`config.mk`:
```
export PLATFORM = sky130hd
export DESIGN_NAME = keypad_emulator
export DESIGN_NICKNAME = d
export VERILOG_FILES = /design/src/rtl/keypad_pkg.sv /design/src/rtl/bounce_lfsr.sv /design/src/rtl/keypad_emulator.sv
export SDC_FILE = /design/constraint.sdc
export NUM_CORES = 1
export LEC_CHECK = 0
export ABC_AREA = 1
export CORE_MARGIN = 2
export CORE_UTILIZATION = 55
export DETAILED_ROUTE_END_ITERATION = 8
export GPL_ROUTABILITY_DRIVEN = 0
export GPL_TIMING_DRIVEN = 0
export PLACE_DENSITY_LB_ADDON = 0.2
export REMOVE_ABC_BUFFERS = 1
export SYNTH_ARGS = -nofsm -noshare
export SYNTH_HDL_FRONTEND = slang
export SYNTH_HIERARCHICAL = 1
export SYNTH_SLANG_ARGS = --single-unit
```
`constraint.sdc`:
```
create_clock -name clk -period 1.75 [get_ports clk]
set_input_delay 0.35 -clock clk [delete_from_list [all_inputs] [get_ports clk]]
set_output_delay 0.35 -clock clk [all_outputs]
set_load 0.005 [all_outputs]
```
`src/rtl/keypad_pkg.sv`:
```
// rtl/keypad_pkg.sv - shared FSM states, key map and LFSR constants for the keypad emulator
package keypad_pkg;

    typedef enum logic [2:0] {
        ST_IDLE,
        ST_PRESS_BNC,
        ST_HOLD,
        ST_REL_BNC,
        ST_GAP
    } state_e;

    // Nibble k holds {row, col} of hex key k. Layout:
    // row0 = 1 2 3 A, row1 = 4 5 6 B, row2 = 7 8 9 C, row3 = E 0 F D.
    localparam logic [63:0] KEY_MAP = {
        4'hE, 4'hC, 4'hF, 4'hB,   // keys F E D C
        4'h7, 4'h3, 4'hA, 4'h9,   // keys B A 9 8
        4'h8, 4'h6, 4'h5, 4'h4,   // keys 7 6 5 4
        4'h2, 4'h1, 4'h0, 4'hD    // keys 3 2 1 0
    };

    // Fibonacci taps 8,6,5,4 expressed as bit positions 7,5,4,3.
    localparam logic [7:0] LFSR_SEED = 8'hA5;
    localparam logic [7:0] LFSR_TAPS = 8'b1011_1000;

    function automatic logic [3:0] key_pos(input logic [3:0] key);
        return KEY_MAP[{key, 2'b00} +: 4];
    endfunction

    function automatic int max_int(input int a, input int b);
        return (a > b) ? a : b;
    endfunction

endpackage

```
`src/rtl/bounce_lfsr.sv`:
```
// rtl/bounce_lfsr.sv - 8-bit Fibonacci LFSR producing the contact-bounce pattern
module bounce_lfsr
    import keypad_pkg::*;
(
    input  logic clk,
    input  logic rst,
    input  logic enable,
    output logic bounce
);

    logic [7:0] lfsr_q;

    // Shift only while enabled so every bounce window continues the same sequence.
    always_ff @(posedge clk) begin
        if (rst) begin
            lfsr_q <= LFSR_SEED;
        end else if (enable) begin
            lfsr_q <= {lfsr_q[6:0], ^(lfsr_q & LFSR_TAPS)};
        end
    end

    assign bounce = lfsr_q[0];

endmodule

```
`src/rtl/keypad_emulator.sv`:
```
// rtl/keypad_emulator.sv - matrix keypad press emulator; KEYPAD_EMU_BOUNCE_EN adds contact bounce
module keypad_emulator
    import keypad_pkg::*;
#(
    parameter int HOLD_W        = 16,
    parameter int BOUNCE_CYCLES = 8,
    parameter int GAP_CYCLES    = 16
) (
    input  logic              clk,
    input  logic              rst,
    input  logic              cmd_valid,
    output logic              cmd_ready,
    input  logic [3:0]        cmd_key,
    input  logic [HOLD_W-1:0] cmd_hold,
    input  logic [3:0]        col_n,
    output logic [3:0]        row_n,
    output logic              busy,
    output logic              done
);

    localparam int CNT_W = max_int(HOLD_W,
                           max_int($clog2(BOUNCE_CYCLES + 1), $clog2(GAP_CYCLES + 1)));
    localparam logic [CNT_W-1:0] BNC_LAST = CNT_W'(BOUNCE_CYCLES - 1);
    localparam logic [CNT_W-1:0] GAP_LAST = CNT_W'(GAP_CYCLES - 1);

    state_e            state_q, state_d;
    logic [CNT_W-1:0]  cnt_q, cnt_d;
    logic [1:0]        row_q, col_q;
    logic [HOLD_W-1:0] hold_m1_q;
    logic [3:0]        pos;
    logic              accept;
    logic              contact;

    assign cmd_ready = (state_q == ST_IDLE);
    assign busy      = ~cmd_ready;
    assign accept    = cmd_valid & cmd_ready;
    assign pos       = key_pos(cmd_key);

    // State, phase counter and the latched command; hold is kept as count-1 so 0 maps to 1 cycle.
    always_ff @(posedge clk) begin
        if (rst) begin
            state_q   <= ST_IDLE;
            cnt_q     <= '0;
            row_q     <= '0;
            col_q     <= '0;
            hold_m1_q <= '0;
        end else begin
            state_q <= state_d;
            cnt_q   <= cnt_d;
            if (accept) begin
                row_q     <= pos[3:2];
                col_q     <= pos[1:0];
                hold_m1_q <= (cmd_hold == '0) ? '0 : cmd_hold - 1'b1;
            end
        end
    end

    // Next-state sequencing through the press phases; done marks the last GAP cycle.
    always_comb begin
        state_d = state_q;
        cnt_d   = cnt_q + 1'b1;
        done    = 1'b0;
        case (state_q)
            ST_IDLE: begin
                cnt_d = '0;
                if (accept) begin
`ifdef KEYPAD_EMU_BOUNCE_EN
                    state_d = ST_PRESS_BNC;
`else
                    state_d = ST_HOLD;
`endif
                end
            end
            ST_PRESS_BNC: begin
                if (cnt_q == BNC_LAST) begin
                    state_d = ST_HOLD;
                    cnt_d   = '0;
                end
            end
            ST_HOLD: begin
                if (cnt_q == CNT_W'(hold_m1_q)) begin
`ifdef KEYPAD_EMU_BOUNCE_EN
                    state_d = ST_REL_BNC;
`else
                    state_d = ST_GAP;
`endif
                    cnt_d   = '0;
                end
            end
            ST_REL_BNC: begin
                if (cnt_q == BNC_LAST) begin
                    state_d = ST_GAP;
                    cnt_d   = '0;
                end
            end
            ST_GAP: begin
                if (cnt_q == GAP_LAST) begin
                    state_d = ST_IDLE;
                    cnt_d   = '0;
                    done    = 1'b1;
                end
            end
            default: begin
                state_d = ST_IDLE;
                cnt_d   = '0;
            end
        endcase
    end

`ifdef KEYPAD_EMU_BOUNCE_EN
    logic bounce_bit;

    bounce_lfsr u_bounce_lfsr (
        .clk    (clk),
        .rst    (rst),
        .enable ((state_q == ST_PRESS_BNC) || (state_q == ST_REL_BNC)),
        .bounce (bounce_bit)
    );

    // Contact is closed in HOLD and chatters with the LFSR in the bounce phases.
    always_comb begin
        contact = (state_q == ST_HOLD);
        if ((state_q == ST_PRESS_BNC) || (state_q == ST_REL_BNC)) begin
            contact = bounce_bit;
        end
    end
`else
    // Clean contact: closed only while holding.
    always_comb begin
        contact = (state_q == ST_HOLD);
    end
`endif

    // Passive switch: the latched row follows its column drive with no register in between.
    always_comb begin
        row_n = 4'hF;
        if (contact && !col_n[col_q]) begin
            row_n[row_q] = 1'b0;
        end
    end

endmodule

```
==> reports/metrics.csv <==
metric,value,unit
Final HPWL DP,3912,um
r2r setup slk,0.16,ns
Max Clock Freq,574.3,MHz
Initial DRC Count,117,
# diodes,0,
Worst Setup End Kind,flip-flop,
Mapped Cells,380,
RSZ-0062 raised after global routing,yes,
Ys Warns,6,
register bit total from synthesis,38,
first drt pass iteration count,4,
status,completed,
H-tree depth,2,
sequential area share after synthesis,30.38,%
Die Height,71.47,um
CTS tree,yes,
later-pin clock latency in the skew report,0.29,ns
# setup viols final,0,
Setup Skew,0.005426,ns
Die W,71.47,um
die area,0.005108,mm2
synthesized area,0.002504,mm2
Clock Pin Slew Worst Setup and Hold Paths,0.08,ns
core area,0.004384,mm2
gr ovfl total,0,
post-route ant nets,0,
Ports,34,
initial core utilization,57.11,%
Sink Count,38,
routed via count,2432,
row cnt,24,
Pins Over Slew Limit,0,
CTS Hold Bufs,0,
FF-to-FF Start,cnt_q[9],
layout cells sized above 1,23.43,%
buffers added on ports,33,
MaxCap Viol Count,0,
Cell variety after synth,38,
hold path cells,4,
Hold Crit Start,cmd_hold[0],
PnR Total Power,0.002754,W
Worst R2R End,cnt_q[13],
first-pass GRT wire length,9459,um
syn avg cell area,6.589,um2
Setup crit start kind,input port,
pwr/cell area,855.1,mW/mm2
initial antenna violation count,0,
via/cell ratio,5.035,
Hold Crit Endpoint,hold_m1_q[0],
relative slew slack,51.09,%
Root Buffer,clkbuf_8,
min-delay worst type,in2reg,
DR DRC count,0,
min cycle time layout,1.741,ns
gr usage total,22.84,%
TritonCTS buffer count,5,
CTS max path bufs,2,
"most common cell after layout, fill and taps aside",nand2_1,
crit path max fanout,5,
largest net degree at the start of global routing,21,
Routed WL per cell,11.94,um
Worst IR Drop VDD,0.3819,mV
Final period util,99.49,%
vias in the first global route,2145,
leakage power,1.413,nW
cells on worst reg2reg path,9,
most frequent cells in the layout,"nand2_1, inv_1, nor2_1, dfxtp_1",
worst hold slack,0.3714,ns
crit path kind,in2reg,
Hold Fails Final Rpt,0,
Crit path arrival time,1.96,ns
fillcell total,358,
CP required,1.96,ns
nets,462,
Slew @ Worst Pin,0.7325,ns
Post-Route WL,5766,um
Area Overhead vs Synth,28.64,%
-- where the power goes --
group	switching [W]	internal, W	total (W)
clock network	0.000321	0.000280	0.000600
logic	0.000614	0.000466	0.00108
registers	0.0000957	0.000977	0.00107
total	0.00103	0.00172	0.00275
-- layout make-up --
| class | instances | area, um2 | area share, % |
|---|---|---|---|
| multi-input combinational | 271 | 1570 | 48.76 |
| sequential | 38 | 782.0 | 24.28 |
| timing repair buffer | 49 | 459.2 | 14.26 |
| inverter | 64 | 247.7 | 7.692 |
| clock buffer | 5 | 68.82 | 2.137 |
| tap | 52 | 65.06 | 2.020 |
| clock inverter | 3 | 21.27 | 0.6605 |
| timing repair inverter | 1 | 6.256 | 0.1943 |
-- worst max path at each step --
stage	start	to	slack, ns	depth (start not counted)
final	cmd_hold[2]	hold_m1_q[15]	0.009	8
after detailed placement	cmd_valid	hold_m1_q[13]	-0.49	7
after global routing	cmd_hold[2]	hold_m1_q[13]	-0.05	10
after global placement	cmd_valid	hold_m1_q[13]	-0.42	7
after floorplan	state_q[1]	hold_m1_q[13]	0.19	8
after CTS	cnt_q[9]	done	-0.03	5
-- per-layer routing --
| metal | GRT usage (%) | vias up | wire [um] |
|---|---|---|---|
| met2 | 37.86 | 55 | 2798 |
| met4 | 7.338 | 0 | 62 |
| met5 | 0 | - | 0 |
| met3 | 3.094 | 6 | 197 |
| li1 | - | 1285 | - |
| met1 | 30.80 | 1086 | 2706 |
-- state kept, by name (all words and copies together) (netlist names) --
name	cells
cnt_q	16
hold_m1_q	16
col_q	2
row_q	2
state_q	2
-- critical path: stages --
cell and delay, ns:
clkdlybuf4s50_1 0.47, inv_2 0.13, nand3_2 0.15, nor3_4 0.27, nand2_2 0.09, o21ai_0 0.26, nand3_2 0.11, a21oi_1 0.12
-- logic make-up after synthesis --
family                   Yosys count  synth area share (%)
buffers and inverters             71                 11.69
adder cells (fa/ha/maj)            5                 2.499
XOR/XNOR                          20                 6.996
multiplexers                       1                0.3998
flip-flops                        38                 30.38
AO/OA/AOI/OAI                     36                 8.596
AND/OR/NAND/NOR                  209                 39.43
-- cells in the mapped netlist --
| library cell | count | share of area, % |
|---|---|---|
| mux2i_1 | 1 | 0.40 |
| xnor2_1 | 4 | 1.4 |
| dfxtp_1 | 38 | 30 |
| nor2_2 | 1 | 0.25 |
| nand2_4 | 1 | 0.45 |
| o211ai_1 | 1 | 0.30 |
| nand4_1 | 8 | 2.0 |
| o21ai_0 | 9 | 1.8 |
| or2_2 | 1 | 0.25 |
| nand3_4 | 2 | 1.4 |
| nand3_2 | 6 | 2.4 |
| o21ai_4 | 1 | 0.65 |
| o21ai_2 | 1 | 0.35 |
| nor4_1 | 6 | 1.5 |
| a211oi_1 | 1 | 0.30 |
| o22ai_1 | 2 | 0.50 |
| inv_1 | 59 | 8.8 |
| o221ai_1 | 1 | 0.35 |
| xor2_1 | 16 | 5.6 |
| nand3_1 | 12 | 2.4 |
| nor2_4 | 3 | 1.3 |
| nor3_1 | 1 | 0.20 |
| buf_6 | 1 | 0.45 |
| ha_1 | 5 | 2.5 |
| a41oi_1 | 1 | 0.35 |
| nor3_4 | 3 | 1.9 |
| clkbuf_1 | 3 | 0.45 |
| nor3_2 | 1 | 0.40 |
| buf_4 | 2 | 0.60 |
| nand2_2 | 2 | 0.50 |
| and3_1 | 1 | 0.25 |
| a31oi_1 | 1 | 0.25 |
| nor2_1 | 47 | 7.0 |
| nand2_1 | 114 | 17 |
| inv_2 | 5 | 0.75 |
| a21oi_1 | 17 | 3.4 |
| a21oi_2 | 1 | 0.35 |
| buf_8 | 1 | 0.60 |
-- repair_timing --
| action | 4_1_cts | 5_1_grt |
|---|---|---|
| gates cloned | 0 | 1 |
| hold endpoints to repair | 0 | 0 |
| setup endpoints to repair | 27 | 35 |
| gates resized for setup | 47 | 44 |
| pin swaps | 11 | 16 |
| setup buffers | 8 | 8 |
-- stage by stage --
stage | cells | setup TNS [ns] | instance area, um2 | setup slack, ns | util (%)
floorplan | 373 | 0 | 2451 | 0.1856 | -
global placement | 458 | -11.51 | 2846 | -0.4242 | 64.93
detailed placement | 458 | -12.80 | 2846 | -0.4906 | 64.93
CTS | 474 | -0.02967 | 3030 | -0.02967 | 69.12
global route | 483 | -0.2684 | 3221 | -0.04768 | 73.46
finish | 483 | 0 | 3221 | 0.008877 | 73.46
Note: power is estimated with default switching activity, not from simulation.
